`src/rtl/serial_descrambler_rx_if.sv`:
```
// Delivery port of serial_descrambler_rx: descrambled word on a two-phase req/ack
// handshake plus the one-cycle drop pulses.
interface serial_descrambler_rx_if #(
    parameter int DATA_W = 8
);
    logic [DATA_W-1:0] data_o;
    logic              req_o;
    logic              ack_i;
    logic              par_err_o;
    logic              ovr_o;

    modport master (
        output data_o, req_o, par_err_o, ovr_o,
        input  ack_i
    );

    modport slave (
        input  data_o, req_o, par_err_o, ovr_o,
        output ack_i
    );
endinterface

```
`src/rtl/serial_descrambler_rx.sv`:
```
// Serial receiver: start bit, DATA_W scrambled bits LSB first, optional even parity
// (enabled by macro DESCRAMBLER_PARITY_EN); additive LFSR descramble, toggle req/ack out.
module serial_descrambler_rx #(
    parameter int         DATA_W = 8,
    parameter logic [6:0] SEED   = 7'h7F
) (
    input  logic                    clk,
    input  logic                    rst,
    input  logic                    din,
    serial_descrambler_rx_if.master bus
);
`ifdef DESCRAMBLER_PARITY_EN
    localparam logic PAR_EN = 1'b1;
`else
    localparam logic PAR_EN = 1'b0;
`endif

    localparam int               CNT_W = (DATA_W > 1) ? $clog2(DATA_W) : 1;
    localparam logic [CNT_W-1:0] LAST  = CNT_W'(DATA_W - 1);

    typedef enum logic [1:0] {IDLE, SHIFT, PAR, DONE} state_t;

    state_t            state_q;
    logic [6:0]        lfsr_q;
    logic [CNT_W-1:0]  cnt_q;
    logic [DATA_W-1:0] sh_q;
    logic [DATA_W-1:0] data_q;
    logic              par_q;
    logic              par_bad_q;
    logic              req_q;
    logic              perr_q;
    logic              ovr_q;
    logic              k;

    assign k = lfsr_q[6] ^ lfsr_q[5];

    always_ff @(posedge clk or negedge rst) begin
        if (!rst) begin
            state_q   <= IDLE;
            lfsr_q    <= SEED;
            cnt_q     <= '0;
            sh_q      <= '0;
            data_q    <= '0;
            par_q     <= 1'b0;
            par_bad_q <= 1'b0;
            req_q     <= 1'b0;
            perr_q    <= 1'b0;
            ovr_q     <= 1'b0;
        end else begin
            perr_q <= 1'b0;
            ovr_q  <= 1'b0;
            case (state_q)
                IDLE: begin
                    if (din) begin
                        lfsr_q    <= SEED;
                        cnt_q     <= '0;
                        par_q     <= 1'b0;
                        par_bad_q <= 1'b0;
                        state_q   <= SHIFT;
                    end
                end
                SHIFT: begin
                    // Parity covers the line (scrambled) bits, not the recovered ones.
                    sh_q[cnt_q] <= din ^ k;
                    lfsr_q      <= {lfsr_q[5:0], k};
                    par_q       <= par_q ^ din;
                    if (cnt_q == LAST) begin
                        if (PAR_EN) state_q <= PAR;
                        else        state_q <= DONE;
                    end else begin
                        cnt_q <= cnt_q + 1'b1;
                    end
                end
                PAR: begin
                    par_bad_q <= par_q ^ din;
                    state_q   <= DONE;
                end
                DONE: begin
                    // Live ack_i is used so an ack landing in this cycle frees the port.
                    if (par_bad_q) begin
                        perr_q <= 1'b1;
                    end else if (req_q == bus.ack_i) begin
                        data_q <= sh_q;
                        req_q  <= ~req_q;
                    end else begin
                        ovr_q <= 1'b1;
                    end
                    state_q <= IDLE;
                end
                default: state_q <= IDLE;
            endcase
        end
    end

    assign bus.data_o    = data_q;
    assign bus.req_o     = req_q;
    assign bus.par_err_o = perr_q & PAR_EN;
    assign bus.ovr_o     = ovr_q;
endmodule
```
`src/flat_wrapper.sv`:
```
// flat-port wrapper written by rule: the top's interface ports become plain ports
module serial_descrambler_rx_flat 
#(
    parameter int         DATA_W = 8,
    parameter logic [6:0] SEED   = 7'h7F
)
  (clk, rst, din, bus_data_o, bus_req_o, bus_par_err_o, bus_ovr_o, bus_ack_i);
  serial_descrambler_rx_if #(.DATA_W(DATA_W)) bus_i ();
  input  logic clk;
  input  logic rst;
  input  logic din;
  output wire logic [$bits(bus_i.data_o)-1:0] bus_data_o;
  output wire logic [$bits(bus_i.req_o)-1:0] bus_req_o;
  output wire logic [$bits(bus_i.par_err_o)-1:0] bus_par_err_o;
  output wire logic [$bits(bus_i.ovr_o)-1:0] bus_ovr_o;
  input wire logic [$bits(bus_i.ack_i)-1:0] bus_ack_i;
  assign bus_data_o = bus_i.data_o;
  assign bus_req_o = bus_i.req_o;
  assign bus_par_err_o = bus_i.par_err_o;
  assign bus_ovr_o = bus_i.ovr_o;
  assign bus_i.ack_i = bus_ack_i;
  serial_descrambler_rx #(.DATA_W(DATA_W), .SEED(SEED)) u_core (.clk(clk), .rst(rst), .din(din), .bus(bus_i));
endmodule
```
`config.mk`:
```
export PLATFORM = sky130hd
export DESIGN_NAME = serial_descrambler_rx_flat
export DESIGN_NICKNAME = d
export VERILOG_FILES = /design/src/rtl/serial_descrambler_rx_if.sv /design/src/rtl/serial_descrambler_rx.sv /design/src/flat_wrapper.sv
export SDC_FILE = /design/constraint.sdc
export NUM_CORES = 1
export LEC_CHECK = 0
export CAP_MARGIN = 20
export CORE_MARGIN = 2
export CORE_UTILIZATION = 30
export DETAILED_ROUTE_END_ITERATION = 8
export HOLD_SLACK_MARGIN = 0.15
export PLACE_DENSITY = 0.52
export SETUP_SLACK_MARGIN = 0.2
export SYNTH_ARGS = -nofsm -noshare
export SYNTH_HDL_FRONTEND = slang
export SYNTH_SLANG_ARGS = --single-unit
```
`constraint.sdc`:
```
create_clock -name clk -period 4.6 [get_ports clk]
set_clock_uncertainty 0.15 [all_clocks]
set_input_delay 0.92 -clock clk [delete_from_list [all_inputs] [get_ports clk]]
set_output_delay 0.92 -clock clk [all_outputs]
set_load 0.02 [all_outputs]
```
Yosys cells after proc, flatten, opt, wreduce, memory -nomap -nowiden
Index checks and enable logic that the tools add are counted.

Multiplexer cells: 17. Reductions and logical operators: 9. Add/sub/neg operators: 1. Equal/unequal tests: 8. Bitwise logic cells: 5. Order comparisons: 2.

Operators with widths (number): $pmux 7 s2 (1); $bwmux 8 (1); $pmux 2 s4 (1); $mux 7 (1); $mux 3 (2); $pmux 3 s2 (1); $reduce_and 2->1 (3); $reduce_and 3->1 (2); $mux 1 (5); $eq 2x2->1 const B (2); $lt 3x4->1 const B (1); $mux 2 (2); $ne 2x2->1 const B (2); $pmux 1 s2 (2); $reduce_bool 2->1 (2); $add 3x1->3 const B (1); $demux 1 s3 (1); $eq 3x3->1 const B (1); $ge 3x1->1 const B (1); $xor 1x1->1 (3); $eq 2x1->1 const B (1); $logic_not 2->1 (1); $ne 2x1->1 const B (1); $not 1->1 (2); other kinds (2) (2).

Register bits after elaboration: 32. Word-level logic and storage cells: 51. Input bits: 4.

Depth between registers and ports, before layout
Gate-level depths: netlist (run 1).

Depth after elaboration: 5. Gate-level depth with buffers: 7.

Worst setup path before layout (run 1)
No wires, ideal clock.

Path type: input-to-reg. From: input bus_ack_i. To: register u_core.data_q[0], in the netlist u_core.bus.data_o[0]. Setup time: 0.125 ns. Path slack: 2.712 ns. Arrival time: 1.614 ns. Buffers on the path: 0. Required time: 4.325 ns. Stages on the path: 3. Cell sequence: xnor2_1 nand3b_2 mux2_2.

Cells in the longest elaborated chain, start to end: 2.

Ends and longest elaborated chain: start, declared (RTL line flat_wrapper.sv:16) `input wire logic [$bits(bus_i.ack_i)-1:0] bus_ack_i;`; $eq 1x1->1 (RTL line serial_descrambler_rx.sv:82) `end else if (req_q == bus.ack_i) begin`; $reduce_and 3->1 (no line); end signal, assigned (RTL line serial_descrambler_rx.sv:83) `data_q <= sh_q;`; end, declared (RTL line serial_descrambler_rx.sv:27) `logic [DATA_W-1:0] data_q;`.

No other way between the ends. A chain may end at the register's enable or synchronous reset.

Worst setup path in the final report (run 1)
From: register u_core.req_q, in the netlist u_core.bus.req_o. To: output bus_req_o.

RTL lines: start, declared (RTL line serial_descrambler_rx.sv:30) `logic req_q;`; start signal, assigned (RTL line serial_descrambler_rx.sv:84) `req_q <= ~req_q;`; end, declared (RTL line flat_wrapper.sv:13) `output wire logic [$bits(bus_i.req_o)-1:0] bus_req_o;`.

No word-level cell between the ends.

==> flow_summary.yaml, run 1 <==
synthesis:
  synth-warning-count: 0
  synth_edf_count: 0
  synthDominantCellAreaShare: 0.4156
  yosysSeqAreaShare: 0.5378
  synth.top_cells.by_area: "dfrtp_1 (42%), mux2_2 (13%), dfstp_2 (12%), ha_1 (6.7%), a31oi_1 (2.9%)"
  yosys.cell_types.count: 27
  dominantRegCellSynth: "dfrtp_1"
  synthesis.area_um2: 1505
  postSynth.asyncResetShare: 1.000
  netlist.top_cell.by_area: "dfrtp_1"
  syn_nets: 138
  ys_seq_elements: 32
  postSynthCellCount: 126
  syn-mean-instance-area_um2: 11.95
critical_path:
  worst_setup_path_end_kind: "output pin"
  worstPathBufferInverterCount: 1
  cp_data_required_time_ns: 3.53
  worst_reg_to_reg_setup_slack_ns: 2.57
  critical_path.startpoint_type: "register"
  critical_path.cell_chain: "clkdlybuf4s50_1"
  crit_slowest_cell: "clkdlybuf4s50_1"
  setup.worst_path.class: "register to output pin"
  critical_path_arrival_ns: 1.29
  timing.critical_path.max_delay_family: "buffers and inverters"
  cpPeakStageDelay_ns: 0.62
  cp_max_fo: 3
placement:
  post-place-cells: 203
  place_congestion: 0.6981
  dp_hpwl_um: 1759
  port-buffer-count: 13
grt:
  grt_max_degree: 20
  wire_length_of_the_first_global_routing_pass_um: 4450
  antenna_found_initial: 0
  globalRouteTotalUtil: 0.1079
  number_of_global_route_vias_before_repair: 980
  global_route.overflow_total: 0
die:
  die_h_um: 74.83
  die_x_um: 74.83
  core_um2: 4786
  die_footprint_um2: 5600
  placement_rows: 25
  initial_core_util: 0.3145
  floorplan.io_pins: 15
routing:
  wire_per_inst_um: 11.58
  drt_wl_total_um: 2444
  viasPerCell: 4.370
  drc: 0
  drt_iter0_markers: 47
  routed-via-count: 922
  dr.pass1.iters: 3
  antenna_violating_nets_left: 0
cts:
  cts_repair_resize_count: 0
  clock_root_buffer: "clkbuf_8"
  cts_hold_buf: 0
  max-clock-path-buffers: 2
  cts_buffers: 5
  post-cts-setup-buffers: 0
  insertion_delay_ns: 0.28
  clock_pin_slew_of_the_registers_on_the_worst_case_setup_and_hold_paths_ns: 0.07
  htree_num_levels: 2
  clock_sinks: 32
  cts_tree: "yes"
layout:
  num-fill-cells: 487
  multi_input_comb_area_um2: 625.6
  final_std_cells_w_o_fill: 211
  mostFrequentLayoutCells: "dfrtp_1 (25), mux2_2 (17), clkdlybuf4s50_1 (13)"
  post_route_cells_drive_above_1_share: 0.2500
  area.sequential_um2: 809.5
  final_nets: 155
  area_growth_syn_to_layout_pct: 20.20
  diodes: 0
  most_common_cell_after_layout_fill_and_taps_aside: "dfrtp_1"
job:
  maxCapViolCount: 0
min_path:
  hp-class: "register to register"
sta:
  hold_viol: 0
  timing.slew.headroom: 0.4496
  setup_tns_ns: 0
  layout_worst_path_cycle_share: 0.5131
  tightestPinTransition_ns: 0.8230
  fmax_mhz: 423.7
  period_needed_ns: 2.360
  timing.final.max_slew_violations: 0
  rsz0062_at_grt: "false"
  setup-violations-final: 0
pwr:
  fin_total_pwr_mw: 1.242
  pwr_density_nw_per_um2: 686.4
  leakagePower_nw: 0.8091
  worst_ir_drop_vdd_mv: 0.2447
outcome:
  run_status: "finished clean"
[worst paths after layout]
path,startpoint,endpoint,cells after the start
min,u_core.lfsr_q[1]$_DFFE_PN1P_,u_core.lfsr_q[2]$_DFFE_PN1P_,2
max reg2reg,u_core.state_q[1]$_DFFE_PN0P_,u_core.sh_q[6]$_DFFE_PN0P_,5
min in group asynchronous,rst,u_core.bus.data_o[5]$_DFFE_PN0P_,1
min reg2reg,u_core.lfsr_q[1]$_DFFE_PN1P_,u_core.lfsr_q[2]$_DFFE_PN1P_,2
max,u_core.bus.req_o$_DFFE_PN0P_,bus_req_o,1
max in group asynchronous,rst,u_core.lfsr_q[3]$_DFFE_PN1P_,2
[cell families after synthesis]
kind of cell | share of synthesized area
flip-flops | 0.5378
multiplexers | 0.1621
buffers and inverters | 0.04655
AND/OR/NAND/NOR | 0.1023
XOR/XNOR | 0.01746
AO/OA/AOI/OAI | 0.06484
adder cells (fa/ha/maj) | 0.06650
other | 0.002491
[layout make-up]
| type | count | area share |
|---|---|---|
| Clock buffer | 6 | 0.04011 |
| Tap cell | 67 | 0.04633 |
| Timing Repair Buffer | 14 | 0.07607 |
| Clock inverter | 2 | 0.01936 |
| Sequential cell | 32 | 0.4474 |
| Multi-Input combinational cell | 78 | 0.3458 |
| Inverter | 12 | 0.02490 |
[report_power, final]
part	internal (mW)	switching (mW)
sequential	0.404	0.0684
combinational	0.252	0.253
clock	0.161	0.103
[sequential cells by signal, summed over array words and instances, names as in the netlist]
register           cells
u_core.bus.req_o       1
u_core.lfsr_q          7
u_core.bus.data_o      8
u_core.cnt_q           3
u_core.par_q           1
u_core.sh_q            8
u_core.bus.ovr_o       1
u_core.par_bad_q       1
u_core.state_q         2
[layer usage]
metal / global-route usage / routed length [um] / vias up
li1: - / - / 457
met1: 0.1427 / 1242 / 447
met2: 0.1579 / 1069 / 13
met3: 0.03614 / 88 / 5
met4: 0.05357 / 44 / 0
met5: 0 / 0 / -
[synthesized netlist by cell type, types with 2 or more instances]
master and instances:
inv_1 11, mux2_2 17, xnor2_1 3, nand2_1 5, dfrtp_1 25, buf_2 2, mux2_1 2, nor3_1 4
nand2b_1 2, a31oi_1 7, or3_1 3, ha_1 8, o21ai_0 4, buf_4 2, mux2i_1 3, dfstp_2 7
nor2b_1 2, nor2_1 10
[metrics by stage]
step | hold slack [ns] | setup WS [ns] | util | cell area, um2
2_1_floorplan | 0.3002 | 2.712 | - | 1505
3_3_place_gp | 0.3127 | 2.095 | 0.3556 | 1702
3_5_place_dp | 0.3194 | 2.058 | 0.3556 | 1702
4_1_cts | 0.3237 | 2.222 | 0.3780 | 1809
5_1_grt | 0.3530 | 2.183 | 0.3780 | 1809
6_report | 0.3209 | 2.240 | 0.3780 | 1809
(Power assumes the default switching activity.)
==> run 2, diff against run 1 <==
- clock period: 4.6 -> 2.3 ns (I/O delays scaled with it)
==> flow_summary.yaml, run 2 (synthesized netlist as in run 1, its figures left out) <==
cts:
  cts_hold_buf: 0
  htree_num_levels: 2
  insertion_delay_ns: 0.28
  clock_pin_slew_of_the_registers_on_the_worst_case_setup_and_hold_paths_ns: 0.06
  clock_root_buffer: "clkbuf_8"
  cts_repair_resize_count: 0
  cts_tree: "yes"
  clock_sinks: 32
  post-cts-setup-buffers: 0
  max-clock-path-buffers: 2
  cts_buffers: 5
min_path:
  hp-class: "register to register"
sta:
  setup-violations-final: 0
  fin_worst_hold_slack_ns: 0.3186
  layout_worst_path_cycle_share: 0.8716
  fmax_mhz: 498.8
  rsz0062_at_grt: "true"
  timing.final.max_slew_violations: 0
  hold_viol: 0
  setup_tns_ns: 0
  period_needed_ns: 2.005
layout:
  finalInstanceArea_um2: 1809
  most_common_cell_after_layout_fill_and_taps_aside: "dfrtp_1"
  diodes: 0
  mostFrequentLayoutCells: "dfrtp_1 (25), mux2_2 (17), clkdlybuf4s50_1 (13)"
  post_route_cells_drive_above_1_share: 0.2552
  num-fill-cells: 498
  final_nets: 156
  area_growth_syn_to_layout_pct: 20.20
pwr:
  power.combinational.fraction: 0.415
  seqPwrFrac: 0.391
  leakagePower_nw: 0.8103
  power.clock.fraction: 0.194
  internal_power_mw: 1.588
  pwr_density_nw_per_um2: 1342
  switching_share: 0.3457
  switchingPower_mw: 0.8392
  worst_ir_drop_vdd_mv: 0.4740
die:
  die_footprint_um2: 5600
  core_um2: 4786
  placement_rows: 25
  die_h_um: 74.83
  initial_core_util: 0.3145
  floorplan.io_pins: 15
  die_x_um: 74.83
routing:
  routed-via-count: 923
  drc: 0
  drt_iter0_markers: 24
  wire_per_inst_um: 11.68
  viasPerCell: 4.354
  dr.pass1.iters: 4
  drt_wl_total_um: 2476
  antenna_violating_nets_left: 0
placement:
  dp_hpwl_um: 1691
  port-buffer-count: 13
  placedInstanceArea_um2: 1709
  place_congestion: 0.7175
critical_path:
  cp_data_required_time_ns: 2.32
  setup.worst_path.class: "register to register"
  critical_path.startpoint_type: "register"
  cp_max_fo: 10
  critical_path.cell_chain: "inv_1 -> ha_1 -> nor2_1 -> a211oi_4 -> mux2_2"
  critical_path_arrival_ns: 2.03
  worst_setup_path_end_kind: "register"
  cpPeakStageDelay_ns: 0.43
  crit_slowest_cell: "dfrtp_1"
grt:
  globalRouteTotalUtil: 0.1044
  wire_length_of_the_first_global_routing_pass_um: 4209
  grt_max_degree: 33
  number_of_global_route_vias_before_repair: 927
  antenna_found_initial: 0
  global_route.overflow_total: 0
outcome:
  run_status: "finished clean"
job:
  maxCapViolCount: 0
==> run 2: path summary, 6_finish.rpt <==
path / to / slack, ns / from / cells after the start
worst max-delay path: u_core.cnt_q[0]$_DFFE_PN0P_ / 0.30 / u_core.state_q[1]$_DFFE_PN0P_ / 5
worst min-delay path: u_core.lfsr_q[2]$_DFFE_PN1P_ / 0.32 / u_core.lfsr_q[1]$_DFFE_PN1P_ / 2
worst max register to register: u_core.cnt_q[0]$_DFFE_PN0P_ / 0.30 / u_core.state_q[1]$_DFFE_PN0P_ / 5
worst min register to register: u_core.lfsr_q[2]$_DFFE_PN1P_ / 0.32 / u_core.lfsr_q[1]$_DFFE_PN1P_ / 2
max in group asynchronous: u_core.lfsr_q[1]$_DFFE_PN1P_ / 1.23 / rst / 2
min in group asynchronous: u_core.bus.data_o[7]$_DFFE_PN0P_ / 0.43 / rst / 2
==> run 2: layer usage <==
layer / track usage / vias up / wire (um)
met2: 0.1550 / 14 / 1081
met3: 0.05221 / 6 / 117
met5: 0 / - / 0
met4: 0.04167 / 0 / 41
met1: 0.1299 / 445 / 1235
li1: - / 458 / -
==> run 2: critical path: cells and delay by family (launching register included) <==
kind / cells / cell delay, ns
adder cells (fa/ha/maj): 1 / 0.43
AO/OA/AOI/OAI: 1 / 0.26
multiplexers: 1 / 0.37
flip-flops: 1 / 0.43
buffers and inverters: 1 / 0.12
AND/OR/NAND/NOR: 1 / 0.15
==> run 2: layout make-up <==
| cell class | count | area (um2) | area share |
|---|---|---|---|
| flip-flops and latches | 32 | 809.5 | 0.4474 |
| multi-input cells | 78 | 625.6 | 0.3458 |
| repair buffers | 15 | 145.1 | 0.08022 |
| clock buffers | 8 | 100.1 | 0.05532 |
| well taps | 67 | 83.83 | 0.04633 |
| inverters | 12 | 45.04 | 0.02490 |
==> run 2: stage by stage <==
step | worst slack (ns) | cells | power [mW] | util
finish | 0.2953 | 212 | 2.427 | 0.3780
CTS | 0.2734 | 212 | 2.476 | 0.3780
global route | 0.1636 | 212 | 2.634 | 0.3780
global placement | 0.2565 | 204 | 1.953 | 0.3571
floorplan | 0.5026 | 126 | 1.669 | -
detailed placement | 0.2168 | 204 | 1.988 | 0.3571
==> run 2: power groups by stage <==
stage               Combinational (mW)  Sequential, mW  Clock (mW)
floorplan                        0.631            1.04           0
global placement                  1.00           0.951           0
detailed placement                1.02           0.964           0
CTS                               1.03           0.953       0.496
global route                      1.13           0.984       0.519
finish                            1.01           0.948       0.471
==> run 3, diff against run 2 <==
- CAP_MARGIN: 20 -> 30
- SLEW_MARGIN: unset -> 25
==> results of run 3 <==
No change in the layout: final DEF, timing and power equal those of run 2.
